$ cat config.mk
export PLATFORM = sky130hd
export DESIGN_NAME = vga_timing_gen
export DESIGN_NICKNAME = d
export VERILOG_FILES = /design/src/rtl/vga_timing_gen.sv
export SDC_FILE = /design/constraint.sdc
export NUM_CORES = 1
export LEC_CHECK = 0
export CORE_MARGIN = 3
export CORE_UTILIZATION = 50
export CTS_BUF_LIST = sky130_fd_sc_hd__clkbuf_8
export DETAILED_ROUTE_END_ITERATION = 6
export PLACE_DENSITY_LB_ADDON = 0.3
export SLEW_MARGIN = 5
export SYNTH_ARGS = -nofsm -noshare
export SYNTH_HDL_FRONTEND = slang
export SYNTH_SLANG_ARGS = --single-unit
$ cat constraint.sdc
create_clock -name clk -period 5.9 [get_ports clk]
set_input_delay 0.885 -clock clk [delete_from_list [all_inputs] [get_ports clk]]
set_output_delay 0.885 -clock clk [all_outputs]
set_load 0.01 [all_outputs]
$ cat src/rtl/vga_timing_gen.sv
`default_nettype none
// +----------------------------------------------------------------------------+
// | vga_timing_gen: parametrised VGA raster timing with look-ahead pixel        |
// | requests, selectable sync polarity and a built-in test-pattern generator.   |
// | Revision: 1.0                                                               |
// +----------------------------------------------------------------------------+
module vga_timing_gen #(
  parameter int H_SYNC   = 96,
  parameter int H_BACK   = 48,
  parameter int H_ACTIVE = 640,
  parameter int H_FRONT  = 16,
  parameter int V_SYNC   = 2,
  parameter int V_BACK   = 33,
  parameter int V_ACTIVE = 480,
  parameter int V_FRONT  = 10,
  parameter bit HS_POL   = 1'b0,
  parameter bit VS_POL   = 1'b0,
  parameter int REQ_LEAD = 1
) (
  input  logic                        clk,
  input  logic                        rst,
  input  logic [1:0]                  pattern_sel,
  input  logic [15:0]                 in_rgb,
  output logic                        pix_req,
  output logic [$clog2(H_ACTIVE)-1:0] pix_x,
  output logic [$clog2(V_ACTIVE)-1:0] pix_y,
  output logic                        hsync,
  output logic                        vsync,
  output logic                        de,
  output logic [15:0]                 out_rgb,
  output logic                        frame_start
);

  localparam int c_H_TOTAL = H_SYNC + H_BACK + H_ACTIVE + H_FRONT;
  localparam int c_V_TOTAL = V_SYNC + V_BACK + V_ACTIVE + V_FRONT;
  localparam int c_H_START = H_SYNC + H_BACK;
  localparam int c_V_START = V_SYNC + V_BACK;
  localparam int c_HW      = $clog2(c_H_TOTAL);
  localparam int c_VW      = $clog2(c_V_TOTAL);
  localparam int c_HX      = c_HW + 1;
  localparam int c_VX      = c_VW + 1;
  localparam int c_XW      = $clog2(H_ACTIVE);
  localparam int c_YW      = $clog2(V_ACTIVE);
  localparam int c_BAR_W   = H_ACTIVE / 8;
  localparam int c_BW      = (c_BAR_W > 1) ? $clog2(c_BAR_W) : 1;

  localparam logic [c_HW-1:0] c_H_LAST   = c_HW'(c_H_TOTAL - 1);
  localparam logic [c_VW-1:0] c_V_LAST   = c_VW'(c_V_TOTAL - 1);
  localparam logic [c_HX-1:0] c_H_SYNC_E = c_HX'(H_SYNC);
  localparam logic [c_HX-1:0] c_H_BEG_E  = c_HX'(c_H_START);
  localparam logic [c_HX-1:0] c_H_END_E  = c_HX'(c_H_START + H_ACTIVE);
  localparam logic [c_HX-1:0] c_LEAD_E   = c_HX'(REQ_LEAD);
  localparam logic [c_VX-1:0] c_V_SYNC_E = c_VX'(V_SYNC);
  localparam logic [c_VX-1:0] c_V_BEG_E  = c_VX'(c_V_START);
  localparam logic [c_VX-1:0] c_V_END_E  = c_VX'(c_V_START + V_ACTIVE);
  localparam logic [c_BW-1:0] c_BAR_LAST = c_BW'(c_BAR_W - 1);

  // The look-ahead must never reach back across the previous line.
  generate
    if ((c_H_START <= REQ_LEAD) || (REQ_LEAD < 0) || (REQ_LEAD > 2) ||
        ((H_ACTIVE % 8) != 0)) begin : g_bad_cfg
      $error("vga_timing_gen: illegal timing configuration");
    end
  endgenerate

  logic [c_HW-1:0] r_h_cnt;
  logic [c_VW-1:0] r_v_cnt;
  logic [1:0]      r_pat;
  logic [c_BW-1:0] r_bar_pos;
  logic [2:0]      r_bar_idx;

  logic [c_HX-1:0] w_h_ext;
  logic [c_HX-1:0] w_h_lead;
  logic [c_VX-1:0] w_v_ext;
  logic            w_act;
  logic            w_req;
  logic            w_origin;
  logic [3:0]      w_grid_x;
  logic [3:0]      w_grid_y;
  logic [15:0]     w_pix;

  function automatic logic f_act(input logic [c_HX-1:0] h, input logic [c_VX-1:0] v);
    return (h >= c_H_BEG_E) && (h < c_H_END_E) && (v >= c_V_BEG_E) && (v < c_V_END_E);
  endfunction

  function automatic logic [15:0] f_bar_colour(input logic [2:0] idx);
    logic [15:0] c;
    case (idx)
      3'd0:    c = 16'hFFFF;
      3'd1:    c = 16'hFFE0;
      3'd2:    c = 16'h07FF;
      3'd3:    c = 16'h07E0;
      3'd4:    c = 16'hF81F;
      3'd5:    c = 16'hF800;
      3'd6:    c = 16'h001F;
      default: c = 16'h0000;
    endcase
    return c;
  endfunction

  assign w_h_ext  = {1'b0, r_h_cnt};
  assign w_v_ext  = {1'b0, r_v_cnt};
  assign w_h_lead = w_h_ext + c_LEAD_E;
  assign w_act    = f_act(w_h_ext, w_v_ext);
  assign w_req    = f_act(w_h_lead, w_v_ext);
  assign w_origin = (r_h_cnt == '0) && (r_v_cnt == '0);
  assign w_grid_x = 4'(w_h_ext - c_H_BEG_E);
  assign w_grid_y = 4'(w_v_ext - c_V_BEG_E);

  assign pix_req = w_req;
  assign pix_x   = w_req ? c_XW'(w_h_lead - c_H_BEG_E) : '0;
  assign pix_y   = w_req ? c_YW'(w_v_ext - c_V_BEG_E) : '0;

  always_comb begin
    w_pix = 16'h0000;
    case (r_pat)
      2'd0:    w_pix = in_rgb;
      2'd1:    w_pix = f_bar_colour(r_bar_idx);
      2'd2:    w_pix = 16'hFFFF;
      default: w_pix = ((w_grid_x == 4'd0) || (w_grid_y == 4'd0)) ? 16'hFFFF : 16'h0000;
    endcase
  end

  always_ff @(posedge clk or posedge rst) begin
    if (rst) begin
      r_h_cnt <= '0;
      r_v_cnt <= '0;
    end else if (r_h_cnt == c_H_LAST) begin
      r_h_cnt <= '0;
      r_v_cnt <= (r_v_cnt == c_V_LAST) ? '0 : r_v_cnt + 1'b1;
    end else begin
      r_h_cnt <= r_h_cnt + 1'b1;
    end
  end

  // Bar position tracks the pixel at the current h_cnt; blanking reloads it.
  always_ff @(posedge clk or posedge rst) begin
    if (rst) begin
      r_bar_pos <= '0;
      r_bar_idx <= '0;
    end else if (!w_act) begin
      r_bar_pos <= '0;
      r_bar_idx <= '0;
    end else if (r_bar_pos == c_BAR_LAST) begin
      r_bar_pos <= '0;
      r_bar_idx <= r_bar_idx + 1'b1;
    end else begin
      r_bar_pos <= r_bar_pos + 1'b1;
    end
  end

  always_ff @(posedge clk or posedge rst) begin
    if (rst) begin
      r_pat       <= 2'd0;
      hsync       <= ~HS_POL;
      vsync       <= ~VS_POL;
      de          <= 1'b0;
      out_rgb     <= 16'h0000;
      frame_start <= 1'b0;
    end else begin
      if (w_origin) r_pat <= pattern_sel;
      hsync       <= (w_h_ext < c_H_SYNC_E) ? HS_POL : ~HS_POL;
      vsync       <= (w_v_ext < c_V_SYNC_E) ? VS_POL : ~VS_POL;
      de          <= w_act;
      out_rgb     <= w_act ? w_pix : 16'h0000;
      frame_start <= w_origin;
    end
  end

endmodule
`default_nettype wire

### After elaboration in Yosys (flattened, before gate mapping)

Index checks and enable logic that the tools add are counted.

* bits in registers: 52
* bits of input ports: 20
* output and inout bits: 40
* word-level logic and storage cells: 66

* $add $sub $neg: 8
* order comparisons: 8
* equality and inequality tests: 12
* mux-type cells: 14
* reduce and logical (&&, ||, !) cells: 14

Operator list (number)
* 16-bit one-hot mux with 7 select lines: 1
* 16-bit one-hot mux with 3 select lines: 1
* 16-bit 2-to-1 mux: 2
* 10-bit 2-to-1 mux: 3
* 10-bit by 1-bit adder with 10-bit output (second input constant): 2
* 10-bit equality test (second input constant): 2
* 10-bit zero test: 2
* 10-bit less-than comparator (second input constant): 2
* 7-bit 2-to-1 mux: 2
* 10-bit by 1-bit adder with 11-bit output (second input constant): 1
* 11-bit by 8-bit >= comparator with 1-bit output (second input constant): 1
* 11-bit by 10-bit less-than comparator with 1-bit output (second input constant): 1
* 10-bit by 6-bit >= comparator with 1-bit output (second input constant): 1
* 10-bit by 8-bit >= comparator with 1-bit output (second input constant): 1
* 10-bit by 2-bit less-than comparator with 1-bit output (second input constant): 1
* 10-bit by 7-bit less-than comparator with 1-bit output (second input constant): 1
* 10-bit by 8-bit subtractor with 10-bit output (second input constant): 1
* 3-bit equality test (second input constant): 3
* 9-bit 2-to-1 mux: 1
* 9-bit by 6-bit subtractor with 9-bit output (second input constant): 1
* 4-bit zero test: 2
* 7-bit by 1-bit adder with 7-bit output (second input constant): 1
* 7-bit equality test (second input constant): 1
* 1-bit logical AND: 7
* 12 further kinds: 15

### Depth between registers and ports, before layout

Gate-level depths: netlist of the first run.

* word-level depth: 6
* gate-level depth with buffers: 11
* gate-level depth less buffers: 9

### Least setup slack after synthesis of the first run

Ideal clock, no wire load.

* kind: flip-flop to output port
* from: reg r_h_cnt[4]
* to: out pix_y[5]
* data arrival time: 2.166 ns
* required time: 5.015 ns
* slack: 2.849 ns
* stages on the path, launching flop included: 12
* path buffers: 3
* cell sequence: dfrtp_1 > buf_2 > and3_1 > clkbuf_1 > nand3_1 > xor2_1 > ha_1 > nand2_1 > nor4_1 > o311ai_1 > buf_4 > nor3_1

* cells in the longest elaborated chain, start to end: 6
* elaborated cells between the ends (all ways): 7
* classes of those cells: add/sub: 1; order compare: 2; mux: 1; reduce/logical: 3

RTL lines
* from (decl): RTL line 66 `logic [c_HW-1:0] r_h_cnt;`
* from (signal assigned): RTL line 132 `r_h_cnt <= r_h_cnt + 1'b1;`
* 10-bit by 1-bit adder with 11-bit output (*): RTL line 103 `assign w_h_lead = w_h_ext + c_LEAD_E;`
* 11-bit by 8-bit >= comparator with 1-bit output or 11-bit by 10-bit less-than comparator with 1-bit output (tied branches): RTL line 83 `return (h >= c_H_BEG_E) && (h < c_H_END_E) && (v >= c_V_BEG_E) && (v < c_V_END_E);`
* 1-bit logical AND (*) (3 in series): RTL line 83
* 9-bit 2-to-1 mux (*): RTL line 112 `assign pix_y = w_req ? c_YW'(w_v_ext - c_V_BEG_E) : '0;`
* to (decl): RTL line 26 `output logic [$clog2(V_ACTIVE)-1:0] pix_y,`

Every way passes the cells marked *; elsewhere a longest branch is shown, timed or not.

### Final worst setup path of the first run

* from: reg r_h_cnt[0]
* to: out pix_y[5]

Same word-level chain as after synthesis.

==> results of run 1 <==
[worst max path at each step]
stage / start / end / slack [ns] / cells after the start
2_1_floorplan: r_h_cnt[4]$_DFF_PP0_ / pix_y[5] / 2.85 / 11
3_3_place_gp: r_h_cnt[0]$_DFF_PP0_ / pix_y[5] / 1.94 / 10
3_5_place_dp: r_h_cnt[0]$_DFF_PP0_ / pix_y[5] / 1.77 / 10
4_1_cts: r_h_cnt[0]$_DFF_PP0_ / pix_y[5] / 1.41 / 10
5_1_grt: r_h_cnt[0]$_DFF_PP0_ / pix_y[5] / 1.16 / 10
6_report: r_h_cnt[0]$_DFF_PP0_ / pix_y[5] / 1.42 / 9
[cells in the mapped netlist, drive strengths merged (3+ instances only)]
library cell  count
dfrtp            50
nor2             44
nand2            25
a21oi            23
inv              19
o21ai            18
xnor2            15
nand2b           14
ha               13
xor2             13
buf              12
nor3             12
clkbuf           11
nand3            11
and3              8
and2              5
nor2b             5
nor4              5
nand4             4
a31oi             3
[report_power, final]
part           switching [uW]  total [uW]  leakage, uW  internal (uW)
registers                2.04         359     0.000700            357
logic                    11.9        26.0     0.000902           14.1
clock network             113         236    0.0000607            124
total                     127         621      0.00166            495
[cells by family (layout without fill, tap and decap cells)]
| family | Yosys count | after routing | synth area share |
|---|---|---|---|
| xor gates and xnor gates | 28 | 28 | 0.0825 |
| DFF | 52 | 52 | 0.439 |
| buffers and inverters | 42 | 87 | 0.0640 |
| adders and majority gates | 13 | 13 | 0.0547 |
| and+or+nand+nor | 140 | 140 | 0.235 |
| AOI/OAI and AO/OA | 57 | 57 | 0.118 |
| muxes | 2 | 2 | 0.00716 |
[layer usage]
| layer | global-route usage | up-vias | wire, um |
|---|---|---|---|
| li1 | - | 1202 | - |
| met1 | 0.254 | 1159 | 2870 |
| met2 | 0.308 | 55 | 2980 |
| met3 | 0.0347 | 7 | 286 |
| met4 | 0.0698 | 0 | 80 |
| met5 | 0 | - | 0 |
[flip-flops by register name (all words and copies together), names as in the netlist]
signal,flops
out_rgb,16
r_h_cnt,10
r_v_cnt,10
r_bar_pos,7
r_bar_idx,3
r_pat,2
de,1
frame_start,1
hsync,1
vsync,1
[layout make-up]
type / instances / area, sq um
clock buffers: 5 / 68.8
clock inverters: 3 / 37.5
fillers: 470 / 1990
inverters: 19 / 71.3
multi-input cells: 240 / 1490
flip-flops and latches: 52 / 1300
well taps: 72 / 90.1
repair buffers: 60 / 598
[critical path, stage by stage, from the launching register on]
cell and delay [ns]:
dfrtp_1 0.51, ha_1 0.45, nand2_1 0.09, nor3_1 0.36
and3_1 0.22, o21bai_1 0.09, o311ai_2 0.70, buf_4 0.30
nor3_1 0.07, clkdlybuf4s50_1 0.49
[per-stage QoR]
step           power [uW]  hold WS (ns)
2_1_floorplan         377         0.425
5_1_grt               643         0.478
3_3_place_gp          392         0.446
3_5_place_dp          393         0.452
6_report              621         0.468
4_1_cts               626         0.466
==> impl_results.md, run 1 <==
* Post-cts resize count at 0
* Inserted Diodes at 0
* Number of instances in the placed design at 443
* Site row count at 27
* Post-placement worst setup slack at 1.77 ns
* Arrival time reported for the critical path endpoint at 3.59 ns
* # port buffers at 59
* Commonest cells after routing, fill and taps aside: 59 x clkdlybuf4s50_1, 50 x dfrtp_1, 44 x nor2_1, 25 x nand2_1, 23 x a21oi_1
* Cell count of the worst reg-to-reg path at 7
* Largest buffer count on any clock path at 2
* DRC violation count after routing at 0
* Number of library cell types mapped by synthesis at 44
* Global-route wire length before repair at 10900 um
* Final critical-path required period at 4.48 ns
* Top_reg_cell synth: dfrtp_1
* Cells after Synth at 334
* EDFF count, synth at 0
* Achievable frequency at 223 MHz
* Ratio of final minimum period to clock period at 0.759
* Gr usage total at 0.190
* Worst r2r src: r_v_cnt[0]$_DFFE_PP0N_
* Cells on Worst Hold Path at 1
* Critical Setup Path Class: reg2out
* Slack of the critical path at 1.42 ns
* Clock insertion delay at the later pin of the skew report at 0.31 ns
* Syn Nets at 367
* Total of max-cap violations at 0
* Setup slack of the worst register-to-register path at 3.35 ns
* Actual slew at the worst max-slew pin at 1.04 ns
* Share of layout cells above drive strength 1 at 0.0475
* Startpoint Class: register
* Floorplan die height at 83.1 um
* Pins Over Slew Limit at 0
* Type of the most critical hold path: reg2reg
* Final-report hold violation count at 0
* Detail-routed net length per standard cell at 13.8 um
* Post-synthesis average cell area at 8.90 sq um
* Part of the Yosys area used for sequential elements at 0.439
* Core footprint at 0.00564 sq mm
* Cell type with the largest total area after synthesis: dfrtp_1
* Number of global-route vias before repair at 2402
* Setup repair after global routing missed its margin: no
* Highest net fanout along the worst path at 12
* Number of post-CTS setup repair buffers at 0
* Crit. End Element: output port
* Final non-filler cell area at 0.00365 sq mm
* Clock transition at the registers of the reported paths at 0.09 ns
* Launch point of the worst hold path: r_bar_pos[0]$_DFF_PP0_
* Share of synthesized flip-flops with an asynchronous set or reset at 1.00
* Maximum clock skew at final layout at 0.0101 ns
* CTS sink cnt at 52
* Area share of the leading cell type in the synthesized netlist at 0.421
* Power density over the cells at 170 mW/mm^2
* H-tree Lvls at 2
* Width of the chip at 83.1 um
* Finished Layout Cells at 451
* Slew HR at 0.306
* Ranking of synthesized cells by area: dfrtp_1 42%, nor2_1 5.6%, ha_1 5.5%
* Total congestion overflow after global routing at 0
* Capturing point of the worst reg2reg path: out_rgb[6]$_DFF_PP0_
* Via-to-Cell Ratio at 5.37
* Detailed Routing Iterations Pass 1 at 4
* Endpoint required time on the critical path at 5.02 ns
* I/O pins at 60
* CTS hold repair buffers at 0
* Fin util at 0.648
* Antenna violations before repair at 0
* Clock buffers created by TritonCTS at 5
* Summed instance area of the synthesized netlist at 0.00297 sq mm
* Routability cong. at 0.882
* Final HPWL from detailed placement at 4550 um
* Clock tree from TritonCTS: built
* Number of violations reported at the end of detailed-routing iteration 0 at 210
* Hold Crit Endpoint: r_bar_pos[0]$_DFF_PP0_
* Highest ir drop seen on vdd at 0.150 mV
* Outcome: finished, final reports clean
* Post-Route Setup TNS at 0 ns
* Largest net degree at the start of global routing at 53
* Vias at 2423
* Floorplan die area at 0.00690 sq mm
* Drt total wl at 6220 um
* #FFs+latches synth at 52
* Signed area change from the synthesized netlist to the final layout at 23.0%
* Number of antenna-violating nets in the routed design at 0
* Initial Utilization at 0.527
* Post-Place Cell Area at 0.00355 sq mm
* Net count reported at finish at 411
* Synthesis warning total at 0
* Final count of negative-setup-slack endpoints at 0
* Cell at the root of the clock tree: clkbuf_8
* Most frequent standard cell in the layout excluding fill and tap cells: clkdlybuf4s50_1
* Cell leakage power at 0.00166 uW
(Power assumes the default switching activity.)
==> run 2, diff against run 1 <==
Clock period 5.9 ns to 4.17 ns, I/O delays scaled along.
==> run 2 against run 1 <==
Effect of this change: sequential share of layout area up 0.13 points; final cell count is 0.22% higher; cell area down 0.27%; power increased by 33%; largest cell class unchanged.
==> impl_results.md, run 2 (synthesis results as in run 1) <==
* Register area at 0.00131 sq mm
* Highest ir drop seen on vdd at 0.193 mV
* Register with the most flip-flops: out_rgb
* Largest net degree at the start of global routing at 53
* Endpoint required time on the critical path at 3.54 ns
* Net count reported at finish at 412
* Achievable frequency at 260 MHz
* Highest net fanout along the worst path at 20
* Internal power contribution at 640 uW
* Post-placement worst setup slack at 0.524 ns
* Outcome: finished, final reports clean
* Actual slew at the worst max-slew pin at 1.06 ns
* Floorplan die area at 0.00690 sq mm
* Final hold slack at 0.453 ns
* DRC violation count after routing at 0
* Antenna violations before repair at 0
* Signed area change from the synthesized netlist to the final layout at 22.7%
* NetSw at 186 uW
* Finished Layout Cells at 452
* Footprint of the multi-input gates at 0.00149 sq mm
* CTS hold repair buffers at 0
* Fraction of power consumed by sequential logic at 0.615
* Slack of the critical path at 0.323 ns
* Number of instances in the placed design at 444
* Share of layout cells above drive strength 1 at 0.0579
* Power density over the cells at 227 mW/mm^2
* Pins Over Slew Limit at 0
* Detail-routed net length per standard cell at 14.2 um
* Final count of negative-setup-slack endpoints at 0
* Gr usage total at 0.189
* Startpoint Class: register
* Critical Setup Path Class: reg2out
* CTS sink cnt at 52
* Cell at the root of the clock tree: clkbuf_8
* Global-route wire length before repair at 10800 um
* Type of the most critical hold path: reg2reg
* Number of antenna-violating nets in the routed design at 0
* Capturing point of the worst reg2reg path: out_rgb[5]$_DFF_PP0_
* Post-Route Setup TNS at 0 ns
* Vias at 2441
* Fillers at 486
* Most frequent standard cell in the layout excluding fill and tap cells: clkdlybuf4s50_1
* Clock insertion delay at the later pin of the skew report at 0.31 ns
* Floorplan die height at 83.1 um
* Largest regs: out_rgb: 16 flops, r_h_cnt: 10 flops, r_v_cnt: 10 flops
* Worst r2r src: r_v_cnt[0]$_DFFE_PP0N_
* Largest buffer count on any clock path at 2
* # port buffers at 59
* Sw Share at 0.225
* Maximum clock skew at final layout at 0.00404 ns
* Clock buffers created by TritonCTS at 5
* Width of the chip at 83.1 um
* Launch point of the worst hold path: r_bar_pos[0]$_DFF_PP0_
* Number of post-CTS setup repair buffers at 0
* Cell leakage power at 0.00165 uW
* Detailed Routing Iterations Pass 1 at 4
* Drt total wl at 6440 um
* Clock tree from TritonCTS: built
* Clock power frac at 0.340
* Initial Utilization at 0.527
* Inserted Diodes at 0
* Via-to-Cell Ratio at 5.40
* Combinational Power Share at 0.045
* Final-report hold violation count at 0
* Setup repair after global routing missed its margin: no
* Clock transition at the registers of the reported paths at 0.09 ns
* Number of global-route vias before repair at 2370
* Ratio of final minimum period to clock period at 0.923
* Total of max-cap violations at 0
* Cells on Worst Hold Path at 1
* H-tree Lvls at 2
* Total congestion overflow after global routing at 0
* Post-layout power at 826 uW
* Arrival time reported for the critical path endpoint at 3.22 ns
* Crit. End Element: output port
* Cell count of the worst reg-to-reg path at 8
* Slew HR at 0.293
* I/O pins at 60
* Final critical-path required period at 3.85 ns
* Routability cong. at 0.877
* Commonest cells after routing, fill and taps aside: 59 x clkdlybuf4s50_1, 49 x dfrtp_1, 44 x nor2_1, 25 x nand2_1, 23 x a21oi_1
* Hold Crit Endpoint: r_bar_pos[0]$_DFF_PP0_
* Final HPWL from detailed placement at 4690 um
* Core footprint at 0.00564 sq mm
* Setup slack of the worst register-to-register path at 1.90 ns
* Number of violations reported at the end of detailed-routing iteration 0 at 160
* Number of flip-flops in the largest register at 16
* Site row count at 27
run 2: per-layer routing:
metal | up-vias | share of wire | global-route usage | wire length (um)
met2 | 72 | 0.50 | 0.326 | 3220
met3 | 6 | 0.047 | 0.0337 | 303
met4 | 0 | 0.010 | 0.0579 | 67
met5 | - | 0 | 0 | 0
li1 | 1201 | - | - | -
met1 | 1162 | 0.44 | 0.243 | 2840
run 2: timing repair:
| action | 4_1_cts | 5_1_grt |
|---|---|---|
| hold endpoints to repair | 0 | 0 |
| resized for setup | 0 | 2 |
| setup endpoints to repair | 0 | 11 |
run 2: power by group through the flow:
stage | Sequential [uW] | Clock, uW | Combinational (uW)
2_1_floorplan | 515 | 0 | 17.4
4_1_cts | 508 | 284 | 38.4
6_report | 508 | 281 | 37.6
5_1_grt | 508 | 309 | 41.5
3_3_place_gp | 518 | 0 | 37.2
3_5_place_dp | 518 | 0 | 38.3
run 2: worst max-delay path by stage:
stage | startpoint | cells after the start | to | slack (ns)
2_1_floorplan | r_h_cnt[4]$_DFF_PP0_ | 11 | pix_y[5] | 1.38
3_3_place_gp | r_h_cnt[0]$_DFF_PP0_ | 10 | pix_y[5] | 0.65
3_5_place_dp | r_h_cnt[0]$_DFF_PP0_ | 10 | pix_y[5] | 0.52
4_1_cts | r_h_cnt[0]$_DFF_PP0_ | 10 | pix_y[5] | 0.18
5_1_grt | r_h_cnt[1]$_DFF_PP0_ | 10 | pix_y[5] | 0.06
6_report | r_h_cnt[1]$_DFF_PP0_ | 10 | pix_y[5] | 0.32
run 2: per-stage QoR:
stage / area (sq um) / util
finish: 3640 / 0.646
global route: 3640 / 0.646
CTS: 3640 / 0.645
detailed placement: 3560 / 0.630
global placement: 3560 / 0.630
floorplan: 2970 / -
run 2: final cells by class:
class | instances | area share
multi-input cells | 240 | 0.408
flip-flops and latches | 52 | 0.358
repair buffers | 61 | 0.166
well taps | 72 | 0.0247
inverters | 19 | 0.0196
clock buffers | 5 | 0.0189
clock inverters | 3 | 0.00446
run 2: critical path: stages (launching register included):
cell and delay (ns):
dfrtp_1 0.48, ha_2 0.35, and3_1 0.29, xor2_1 0.17
ha_1 0.16, nand2_1 0.05, nor4_1 0.30, o311ai_2 0.14
buf_4 0.22, nor3_1 0.20, clkdlybuf4s50_1 0.57
==> run 3, diff against run 2 <==
Settings changed: CORE_UTILIZATION 50 to 48.
Clock period 4.17 ns to 3.4 ns, I/O delays scaled along.
==> run 3 against run 2 <==
Effect of this change: clock skew rose by 0.0030 ns; sequential power rose by 23%; via count rose by 1.9%.
==> impl_results.md, run 3 (synthesis results as in run 1) <==
* # port buffers at 59
* CTS sink cnt at 52
* Core footprint at 0.00596 sq mm
* Gr usage total at 0.194
* Most frequent standard cell in the layout excluding fill and tap cells: dfrtp_1
* Critical Setup Path Class: reg2out
* Site row count at 28
* Cell at the root of the clock tree: clkbuf_8
* Number of instances in the placed design at 459
* Routability cong. at 0.915
* Post-placement worst setup slack at 0.0981 ns
* Floorplan die area at 0.00717 sq mm
* Antenna violations before repair at 0
* Share of layout cells above drive strength 1 at 0.143
* Total of max-cap violations at 0
* Register with the most flip-flops: out_rgb
* Post-Route Setup TNS at 0 ns
* Fillers at 493
* Ratio of final minimum period to clock period at 0.976
* Largest net degree at the start of global routing at 53
* Initial Utilization at 0.499
* Net count reported at finish at 430
* Slack of the critical path at 0.0827 ns
* Outcome: finished, final reports clean
* Endpoint required time on the critical path at 2.89 ns
* Drt total wl at 6740 um
* Width of the chip at 84.7 um
* Clock tree from TritonCTS: built
* Final count of negative-setup-slack endpoints at 0
* Final critical-path required period at 3.32 ns
* Achievable frequency at 301 MHz
* Highest ir drop seen on vdd at 0.160 mV
* Via-to-Cell Ratio at 5.26
* Crit-path slowest cell: clkdlybuf4s50_1
* Maximum clock skew at final layout at 0.00703 ns
* Finished Layout Cells at 473
* Clock transition at the registers of the reported paths at 0.10 ns
* Delay of the slowest cell on the worst path at 0.56 ns
* Crit. End Element: output port
* Detailed Routing Iterations Pass 1 at 4
* Largest regs: out_rgb: 16 flops, r_h_cnt: 10 flops, r_v_cnt: 10 flops
* Cell leakage power at 0.00206 uW
* Startpoint Class: register
* Pins Over Slew Limit at 0
* Number of global-route vias before repair at 2459
* Largest buffer count on any clock path at 2
* I/O pins at 60
* Series of cell instances along the critical path: buf_4 > or3_4 > o32ai_1 > nand2b_4 > a22o_1 > o311ai_4 > buf_4 > a21oi_1 > clkdlybuf4s50_1
* Global-route wire length before repair at 11500 um
* Type of the most critical hold path: reg2reg
* Number of violations reported at the end of detailed-routing iteration 0 at 81
* Vias at 2488
* Actual slew at the worst max-slew pin at 1.03 ns
* Number of flip-flops in the largest register at 16
* Detail-routed net length per standard cell at 14.2 um
* Total congestion overflow after global routing at 0
* Clock insertion delay at the later pin of the skew report at 0.30 ns
* Final-report hold violation count at 0
* Cell occurring most often along the worst timing path: buf_4
* Signed area change from the synthesized netlist to the final layout at 33.3%
* Final HPWL from detailed placement at 4790 um
* Arrival time reported for the critical path endpoint at 2.81 ns
* Highest net fanout along the worst path at 6
* H-tree Lvls at 2
* Power density over the cells at 259 mW/mm^2
* Number of antenna-violating nets in the routed design at 0
* Slew HR at 0.311
* Commonest cells after routing, fill and taps aside: 46 x dfrtp_1, 44 x nor2_1, 43 x clkdlybuf4s50_1, 24 x nand2_1, 23 x a21oi_1
* Clock buffers created by TritonCTS at 5
* CTS hold repair buffers at 0
* Inserted Diodes at 0
* DRC violation count after routing at 0
* Floorplan die height at 84.7 um
-- run 3: layer usage --
metal	global-route usage	part of all wire	vias up
li1	-	-	1237
met1	0.256	0.44	1194
met2	0.329	0.51	51
met3	0.0343	0.037	6
met4	0.0547	0.0095	0
met5	0	0	-
-- run 3: worst paths after layout --
| kind | cells past startpoint | endpoint | slack [ns] | start |
|---|---|---|---|---|
| worst max-delay path | 9 | pix_y[8] | 0.08 | r_h_cnt[4]$_DFF_PP0_ |
| worst min-delay path | 1 | r_bar_pos[0]$_DFF_PP0_ | 0.47 | r_bar_pos[0]$_DFF_PP0_ |
| worst max register to register | 6 | r_pat[0]$_DFFE_PP0P_ | 1.22 | r_v_cnt[6]$_DFFE_PP0N_ |
| worst min register to register | 1 | r_bar_pos[0]$_DFF_PP0_ | 0.47 | r_bar_pos[0]$_DFF_PP0_ |
| max in group asynchronous | 2 | r_v_cnt[6]$_DFFE_PP0N_ | 1.92 | rst |
| min in group asynchronous | 2 | r_h_cnt[4]$_DFF_PP0_ | 0.76 | rst |
-- run 3: repair_timing --
action | 4_1_cts | 5_1_grt
gates resized for setup | 14 | 30
buffers inserted | 0 | 6
pin swaps | 1 | 5
endpoints found under the setup margin | 20 | 19
hold endpoints to repair | 0 | 0
-- run 3: power breakdown --
| group | internal, uW | switching (uW) |
|---|---|---|
| combinational | 24.5 | 20.5 |
| sequential | 619 | 3.50 |
| clock | 148 | 210 |
-- run 3: cell type report --
class | count | area (sq um) | share of cell area
multi-input combinational | 240 | 1610 | 0.407
timing repair buffer | 79 | 785 | 0.198
inverter | 19 | 71.3 | 0.0180
clock inverter | 3 | 22.5 | 0.00569
clock buffer | 5 | 68.8 | 0.0174
sequential | 52 | 1310 | 0.330
tap | 75 | 93.8 | 0.0237
-- run 3: stage by stage --
stage | utilization | hold slack (ns) | cell area [sq um] | total power, uW
final | 0.665 | 0.473 | 3960 | 1030
after global routing | 0.665 | 0.503 | 3960 | 1070
after CTS | 0.640 | 0.473 | 3810 | 1040
after detailed placement | 0.613 | 0.458 | 3650 | 681
after global placement | 0.613 | 0.442 | 3650 | 681
after floorplan | - | 0.425 | 2970 | 654
-- run 3: worst max-delay path: cells and delay by family, from the launching register on --
| kind | cells | cell delay, ns |
|---|---|---|
| buffers and inverters | 3 | 0.92 |
| AND/OR/NAND/NOR | 2 | 0.59 |
| AO/OA/AOI/OAI | 4 | 0.58 |
| flip-flops | 1 | 0.41 |
